[config.mk]
export PLATFORM = sky130hd
export DESIGN_NAME = seq_shift_add_mult
export DESIGN_NICKNAME = d
export VERILOG_FILES = /design/src/rtl/seq_shift_add_mult.sv
export SDC_FILE = /design/constraint.sdc
export NUM_CORES = 1
export LEC_CHECK = 0
export CAP_MARGIN = 20
export CORE_UTILIZATION = 40
export CTS_CLUSTER_SIZE = 40
export DETAILED_ROUTE_END_ITERATION = 10
export PLACE_DENSITY = 0.71
export SLEW_MARGIN = 30
export SYNTH_ARGS = -nofsm -noshare
export SYNTH_HDL_FRONTEND = slang
export SYNTH_SLANG_ARGS = --single-unit
[constraint.sdc]
create_clock -name clk -period 4.2 [get_ports clk]
set_clock_uncertainty 0.2 [all_clocks]
set_input_delay 0.84 -clock clk [delete_from_list [all_inputs] [get_ports clk]]
set_output_delay 0.84 -clock clk [all_outputs]
set_load 0.02 [all_outputs]
[src/rtl/seq_shift_add_mult.sv]
// Sequential unsigned shift-and-add multiplier.
// Each clock retires one multiplier bit, so a WIDTH x WIDTH multiply takes
// exactly WIDTH cycles after the start edge. There is no early exit.
// The product register holds the last result until the next completion.
module seq_shift_add_mult #(
  parameter int WIDTH = 4
) (
  input  logic               clk,
  input  logic               rst_n,
  input  logic               start,
  input  logic [WIDTH-1:0]   a,
  input  logic [WIDTH-1:0]   b,
  output logic               busy,
  output logic               done,
  output logic [2*WIDTH-1:0] product
);

  localparam int PW = 2 * WIDTH;
  localparam int CW = (WIDTH > 2) ? $clog2(WIDTH) : 1;
  localparam logic [CW-1:0] LAST = CW'(WIDTH - 1);

  typedef enum logic {
    IDLE,
    RUN
  } state_t;

  state_t          state;
  state_t          state_next;

  logic [PW-1:0]    mcand;
  logic [PW-1:0]    acc;
  logic [PW-1:0]    acc_sum;
  logic [WIDTH-1:0] mplier;
  logic [CW-1:0]    count;
  logic             last;

  // State register; reset returns to IDLE and aborts any running multiply
  always_ff @(posedge clk) begin
    if (!rst_n) begin
      state <= IDLE;
    end else begin
      state <= state_next;
    end
  end

  // Next state: start is honoured only in IDLE, RUN ends after the last bit
  always_comb begin
    state_next = state;
    case (state)
      IDLE:    if (start) state_next = RUN;
      RUN:     if (last)  state_next = IDLE;
      default: state_next = IDLE;
    endcase
  end

  // Output decode: busy comes straight from the state register
  always_comb begin
    busy = (state == RUN);
  end

  // Iteration helpers: the conditional partial-product add and the last-bit flag
  always_comb begin
    last    = (count == LAST);
    acc_sum = mplier[0] ? (acc + mcand) : acc;
  end

  // Datapath: load operands on start, shift/accumulate in RUN, publish on the last bit
  always_ff @(posedge clk) begin
    if (!rst_n) begin
      mcand   <= '0;
      mplier  <= '0;
      acc     <= '0;
      count   <= '0;
      done    <= 1'b0;
      product <= '0;
    end else begin
      done <= 1'b0;
      case (state)
        IDLE: begin
          if (start) begin
            mcand  <= {{WIDTH{1'b0}}, a};
            mplier <= b;
            acc    <= '0;
            count  <= '0;
          end
        end
        RUN: begin
          acc    <= acc_sum;
          mcand  <= mcand << 1;
          mplier <= mplier >> 1;
          count  <= count + CW'(1);
          if (last) begin
            product <= acc_sum;
            done    <= 1'b1;
          end
        end
        default: ;
      endcase
    end
  end

endmodule

# Word-level counts from Yosys, hierarchy flattened
# Index checks and enable logic that the tools add are counted.
[word_totals]
wordCells = 27
inputBits = 11
reg_bits = 32
out_inout_bits = 10
[classes]
add_sub_neg = 2
eq_ne = 2
mux = 13
bitwise_logic = 1
reduce_logical = 2
[op_table]
columns = ["operator", "n"]
rows = [
  ["case mux 8 bit (2 select lines)", 2],
  ["2-to-1 mux 8 bit", 3],
  ["adder 8 bit", 1],
  ["case mux 4 bit (2 select lines)", 1],
  ["2-to-1 mux 4 bit", 1],
  ["case mux 2 bit (2 select lines)", 1],
  ["AND reduction 2 bit", 2],
  ["2-to-1 mux 1 bit", 3],
  ["adder 2 x 1 -> 2 bit, second input constant", 1],
  ["== test 2 bit, second input constant", 1],
  ["2-to-1 mux 2 bit", 1],
  ["inequality test 2 bit, second input constant", 1],
  ["case mux 1 bit (2 select lines)", 1],
  ["inverter 1 bit", 1],
]

# Depth between registers and ports, before layout
# Gate-level depths: netlist (run 1).
[logic_depth]
word_depth = 3
mapped_depth = 7
ltp_nobuf = 7

# Least setup slack after synthesis (run 1)
# Ideal clock, no wire load.
[synth_timing]
path_kind = "input port to flip-flop"
from = "in rst_n"
to = "reg product[7]"
path_slack_ns = 2.208
stages = 6
t_arrival_ns = 1.730
t_required_ns = 3.937
setup_ns = 0.063
n_path_buf = 1
cell_sequence = "buf_2 -> nand3_1 -> inv_1 -> nand2_1 -> or3_1 -> nand3_1"
[synth_rtl]
columns = ["item", "line", "rtl"]
rows = [
  ["from (decl)", "9", "input logic rst_n,"],
  ["to (signal assigned)", "93", "product <= acc_sum;"],
  ["to (decl)", "15", "output logic [2*WIDTH-1:0] product"],
]

# Final worst setup path (run 1)
[layout_timing]
from = "reg state (netlist: busy)"
to = "out busy"
[layout_rtl]
columns = ["item", "line", "rtl"]
rows = [
  ["from (decl)", "27", "state_t state;"],
  ["from (signal assigned)", "42", "state <= state_next;"],
  ["to (decl)", "13", "output logic busy,"],
]
# No word-level cell between the ends.

==> impl_metrics.csv, run 1 <==
group,metric,value,unit
drt,via_per_inst,5.12,
worst_setup_path,r2r_cells,5,
clocking,clock_latency,280,ps
logic_synthesis,async_reset_ff_frac,0,
clocking,clock_sinks,32,
worst_setup_path,r2r_start,"busy$_SDFF_PN0_",
global_route,use_met2,0.230,
logic_synthesis,ys_ff_latch,32,
layout,drive_above_1_share,0.0660,
timing,fin_crit_sh,0.656,
worst_setup_path,end_kind,"primary output",
worst_setup_path,cp.depth,1,
worst_hold_path,hold_class,"flip-flop to flip-flop",
logic_synthesis,yosys.area.top_type,"dfxtp_1",
timing,worst_slew_pin_slew,800,ps
global_route,globalRouteMet3Util,0.0365,
logic_synthesis,netlist_instances,178,
drt,vias,1254,
global_route,grt_max_degree,28,
global_route,antenna_found_initial,0,
power_and_ir_drop,power_leakage,0.000818,µW
worst_setup_path,cp_top_family,"buffers and inverters",
worst_setup_path,cp.required,3160,ps
global_route,overflow,0,
drt,wl_per_cell,12.2,µm
floorplanning,core_region_area,3770,µm²
timing,rsz0062_at_grt,"false",
drt,initialDrtViolationCount,72,
drt,drc_errors,0,
timing,clock.fmax,363,MHz
global_route,grt.total_usage,0.160,
drt,drt_first_pass_iters,4,
drt,ant_nets,0,
power_and_ir_drop,ir_drop,0.000161,V
worst_setup_path,cpPeakStageDelay,720,ps
floorplanning,die_y,65.7,µm
layout,area_growth,19.9,%
placement,io_buffers,20,
layout,multi_input_comb_area,930,µm²
layout,regArea,641,µm²
logic_synthesis,ys_types,41,
logic_synthesis,yosysWarnings,0,
worst_setup_path,rrSetupSlack,1650,ps
layout,fin_nets,217,
timing,maxSlewViolCount,0,
global_route,grt_pass1_vias,1136,
floorplanning,io_pins,21,
layout,n_fill_cell,358,
timing,slew_headroom,0.465,
global_route,grt_pass1_wl,5240,µm
global_route,use_met1,0.220,
global_route,globalRoute.busiestLayer,"met2",
logic_synthesis,synth_edf_count,0,
clocking,clk_path_buf_depth,2,
timing,layout_min_cycle_time,2750,ps
worst_setup_path,setup.worst_path.start,"busy$_SDFF_PN0_",
layout,diodes,0,
worst_setup_path,worstSetupPathType,"flip-flop to primary output",
logic_synthesis,yosysSeqAreaShare,0.394,
clocking,cts_hold_buf,0,
clocking,htreeDepth,2,
power_and_ir_drop,power_density,326,nW/µm²
clocking,cts_root_buf,"clkbuf_8",
worst_setup_path,worstPathArrival,1710,ps
worst_setup_path,path_max_fanout,20,
floorplanning,die_area,4320,µm²
clocking,clk_pin_slew,60,ps
timing,setup_tns,0,ps
logic_synthesis,yosys.area.top_type_share,0.394,
worst_setup_path,critPathLaunchType,"flip-flop",
placement,dpl_worst_slack,1390,ps
timing,setup_ws,1450,ps
outcome,status,"completed",
logic_synthesis,synthesis.area,1630,µm²
logic_synthesis,synth_ff_type,"dfxtp_1",
floorplanning,rows,22,
floorplanning,die_x,65.7,µm
placement,gp_congestion,0.788,
timing,setup_viol,0,
clocking,post_cts_buffers,0,
worst_setup_path,crit_chain,"clkdlybuf4s50_1",
clocking,tritoncts,"built",
worst_setup_path,cp_num_buf_inv,1,
worst_setup_path,reg2reg_to,"acc[4]$_SDFFE_PN0P_",
floorplanning,initial_utilization,0.431,
logic_synthesis,synth_area_leaders,"dfxtp_1 (39%), mux2i_1 (8.0%), ha_1 (6.2%)",
logic_synthesis,syn_nets,198,
worst_setup_path,crit_end,"busy",
worst_setup_path,slowest_stage,"clkdlybuf4s50_1",
timing,final-hold-violation-count,0,
flow_run,drv_cap,0,
clocking,cts_made_buffers,5,
placement,dp_hpwl,2090,µm
logic_synthesis,avgSynthCellArea,9.13,µm²
drt,wl,2980,µm
clocking,cts-resized-gates,0,
worst min path at each step:
stage,from,endpoint,cells after the start
6_report,product[2]$_SDFFE_PN0P_,product[2]$_SDFFE_PN0P_,2
5_1_grt,product[4]$_SDFFE_PN0P_,product[4]$_SDFFE_PN0P_,2
4_1_cts,product[2]$_SDFFE_PN0P_,product[2]$_SDFFE_PN0P_,2
3_5_place_dp,product[2]$_SDFFE_PN0P_,product[2]$_SDFFE_PN0P_,2
3_3_place_gp,product[4]$_SDFFE_PN0P_,product[4]$_SDFFE_PN0P_,2
2_1_floorplan,mplier[3]$_SDFFE_PN0P_,mplier[3]$_SDFFE_PN0P_,2
logic make-up (layout without fill, tap and decap cells):
group	after synthesis	in the layout	share of synthesized area
buf+inv	13	32	0.0339
compound gates	46	46	0.195
simple gates	60	60	0.196
fa+ha+maj	9	9	0.0739
xor+xnor	5	5	0.0269
mux	13	13	0.0801
flops	32	32	0.394
through the flow:
stage / hold WS [ps] / utilization / instance area, µm² / power (µW) / cells
global route: 280 / 0.517 / 1950 / 666 / 245
detailed placement: 242 / 0.491 / 1850 / 392 / 238
finish: 249 / 0.517 / 1950 / 635 / 245
global placement: 235 / 0.491 / 1850 / 391 / 238
CTS: 256 / 0.517 / 1950 / 641 / 245
floorplan: 261 / - / 1630 / 373 / 178
routing by layer:
| layer | part of all wire | up-vias |
|---|---|---|
| met2 | 0.43 | 23 |
| met5 | 0 | - |
| li1 | - | 675 |
| met1 | 0.52 | 549 |
| met4 | 0.022 | 0 |
| met3 | 0.031 | 7 |
report_power, final:
part           internal, µW  leakage [µW]  switching (µW)
registers               312      0.000260            11.7
logic                  30.6      0.000508            30.7
clock network           146     0.0000503             104
flip-flops by register name, summed over array words and instances (netlist names):
register  flops
acc           8
mplier        4
busy          1
count         2
product       8
done          1
mcand         8
cell usage in the layout, fill, tap and decap left out, types with 2 or more instances in the layout:
cell type        count
o211a_1              6
a22oi_1              6
nor3_1               2
nor2_1               6
xnor2_1              2
or3_1                2
nor2b_1             13
ha_1                 8
mux2i_1             13
dfxtp_1             32
clkbuf_8             7
nand2_1             18
nor3b_1              6
o21ai_0             10
xor2_1               3
nand3_1              6
inv_1                3
clkdlybuf4s50_1     20
a21oi_1             11
synthesized netlist by cell type (2+ instances only):
library cell and count:
nor2b_1 13, a22oi_1 6, mux2i_1 13, ha_1 8
nor2_1 6, dfxtp_1 32, xor2_1 3, nor3b_1 6
o21ai_0 10, nand2_1 18, o211a_1 6, xnor2_1 2
nor3_1 2, a21oi_1 11, nand3_1 6, buf_2 5
clkbuf_1 4, or3_1 2, inv_1 3
cell type report:
class,count,share of cell area
multi-input cells,133,0.477
flip-flops and latches,32,0.329
repair buffers,21,0.107
clock buffers,7,0.0494
well taps,48,0.0308
inverters,4,0.00770
(Power assumes the default switching activity.)
==> run 2: changes to the inputs <==
PLACE_DENSITY = 0.73   (was 0.71)
clock period = 2.4 ns   (was 4.2 ns; I/O delays follow)
==> run 2 against run 1 <==
- clock-buffer cell count fell by 2
- clock power up 44%
- first-iteration DRC count increased by 42%
- cell count increased by 2.0%
- hold slack improved by 3.4 ps
- combinational power grew 97%
- register-to-register slack worse by 1400 ps
- cell area increased by 1.3%
- critical path depth up 6
- sequential share of layout area is 0.42 points lower
- die area unchanged
- via count up 4.9%
- critical path type is now flip-flop to flip-flop
- largest cell class unchanged
- largest power group unchanged
==> impl_metrics.csv, run 2 (synthesis gave the netlist of run 1 again) <==
group,metric,value,unit
outcome,status,"completed",
worst_setup_path,worstPathArrival,2080,ps
layout,diodes,0,
worst_setup_path,slowest_stage,"fa_1",
drt,initialDrtViolationCount,102,
global_route,grt.total_usage,0.172,
power_and_ir_drop,intPower,793,µW
drt,wl_per_cell,12.8,µm
timing,maxSlewViolCount,0,
timing,setup_tns,0,ps
drt,ant_nets,0,
floorplanning,die_area,4320,µm²
clocking,clk_pin_slew,60,ps
worst_setup_path,path_max_fanout,3,
timing,setup_viol,0,
worst_setup_path,worstSetupPathType,"flip-flop to flip-flop",
worst_setup_path,critPathLaunchType,"flip-flop",
floorplanning,die_x,65.7,µm
drt,vias,1316,
layout,drive_above_1_share,0.0891,
clocking,clk_path_buf_depth,2,
worst_hold_path,hold_class,"flip-flop to flip-flop",
power_and_ir_drop,power_leakage,0.000838,µW
clocking,clock_sinks,32,
timing,fin_crit_sh,0.877,
worst_setup_path,cp_top_family,"adder cells",
placement,io_buffers,20,
global_route,antenna_found_initial,0,
drt,wl_met3,159,µm
global_route,grt_pass1_wl,5450,µm
worst_setup_path,crit_chain,"ha_1, fa_1, a21oi_1, o21ai_0, a21oi_1, xor2_1, o22ai_1",
clocking,tritoncts,"built",
power_and_ir_drop,p_sw_frac,0.241,
placement,gp_congestion,0.831,
clocking,cts-resized-gates,0,
timing,clock.fmax,475,MHz
drt,wl_met2,1450,µm
power_and_ir_drop,seqPwrFrac,0.540,
clocking,cts_hold_buf,0,
worst_setup_path,rrSetupSlack,300,ps
clocking,cts_root_buf,"clkbuf_8",
drt,drt_first_pass_iters,4,
drt,met1_length,1570,µm
power_and_ir_drop,switching_power,251,µW
timing,worst_slew_pin_slew,485,ps
timing,whs,252,ps
layout,fin_nets,224,
floorplanning,rows,22,
global_route,grt_max_degree,19,
clocking,post_cts_buffers,0,
power_and_ir_drop,ir_drop,0.000359,V
global_route,overflow,0,
clocking,clock_latency,280,ps
layout,final_cell_mix,"dfxtp_1 (32), clkdlybuf4s50_1 (20), nand2_1 (18)",
clocking,cts_made_buffers,5,
worst_setup_path,crit_top_cell,"a21oi_1",
floorplanning,io_pins,21,
layout,area_growth,21.5,%
worst_setup_path,cp.required,2380,ps
power_and_ir_drop,power_density,529,nW/µm²
drt,top_layer_used,"met4",
drt,wl,3200,µm
clocking,htreeDepth,2,
floorplanning,initial_utilization,0.431,
timing,slew_headroom,0.676,
drt,via_per_inst,5.26,
timing,layout_min_cycle_time,2100,ps
worst_setup_path,cpPeakStageDelay,420,ps
worst_setup_path,cp_num_buf_inv,0,
floorplanning,die_y,65.7,µm
power_and_ir_drop,clock_power_share,0.344,
timing,final-hold-violation-count,0,
timing,rsz0062_at_grt,"false",
layout,largestRegisters,"acc x8, mcand x8, product x8",
power_and_ir_drop,combinationalPowerShare,0.116,
drt,drc_errors,0,
floorplanning,core_region_area,3770,µm²
placement,dp_hpwl,2350,µm
layout,mostFrequentLayoutCell,"dfxtp_1",
flow_run,drv_cap,0,
worst_setup_path,end_kind,"flip-flop",
global_route,grt_pass1_vias,1151,
run 2: power groups by stage:
stage / Clock (µW) / Sequential [µW] / Combinational, µW
6_report: 359 / 564 / 121
3_3_place_gp: 0 / 575 / 120
3_5_place_dp: 0 / 576 / 122
2_1_floorplan: 0 / 567 / 84.9
4_1_cts: 373 / 564 / 122
5_1_grt: 393 / 566 / 134
run 2: cell type report:
class                           count  area [µm²]
Fill cell                         368        1800
Multi-Input combinational cell    133         930
Sequential cell                    32         641
Timing Repair Buffer               28         260
Clock buffer                        5        68.8
Tap cell                           48        60.1
Inverter                            4        15.0
run 2: worst min-delay path, stage by stage, from the launching register on:
cell and delay [ps]:
dfxtp_1 320, nand2_1 40, o21ai_0 50
run 2: worst paths after layout:
kind	from	end	cells past startpoint
setup / recovery	mcand[0]$_SDFFE_PN0P_	acc[6]$_SDFFE_PN0P_	7
hold / removal	product[3]$_SDFFE_PN0P_	product[3]$_SDFFE_PN0P_	2
setup reg to reg	mcand[0]$_SDFFE_PN0P_	acc[6]$_SDFFE_PN0P_	7
hold reg to reg	product[3]$_SDFFE_PN0P_	product[3]$_SDFFE_PN0P_	2
run 2: routing by layer:
metal | track usage | vias up
li1 | - | 688
met1 | 0.218 | 596
met2 | 0.264 | 28
met3 | 0.0677 | 4
met4 | 0.0571 | 0
met5 | 0 | -
run 2: metrics by stage:
| step | area (µm²) | util | power [µW] | instances | setup WS [ps] |
|---|---|---|---|---|---|
| global route | 1970 | 0.524 | 1090 | 250 | 158 |
| CTS | 1970 | 0.524 | 1060 | 250 | 291 |
| detailed placement | 1910 | 0.505 | 697 | 245 | 301 |
| finish | 1970 | 0.524 | 1040 | 250 | 296 |
| global placement | 1910 | 0.505 | 695 | 245 | 353 |
| floorplan | 1630 | - | 652 | 178 | 460 |
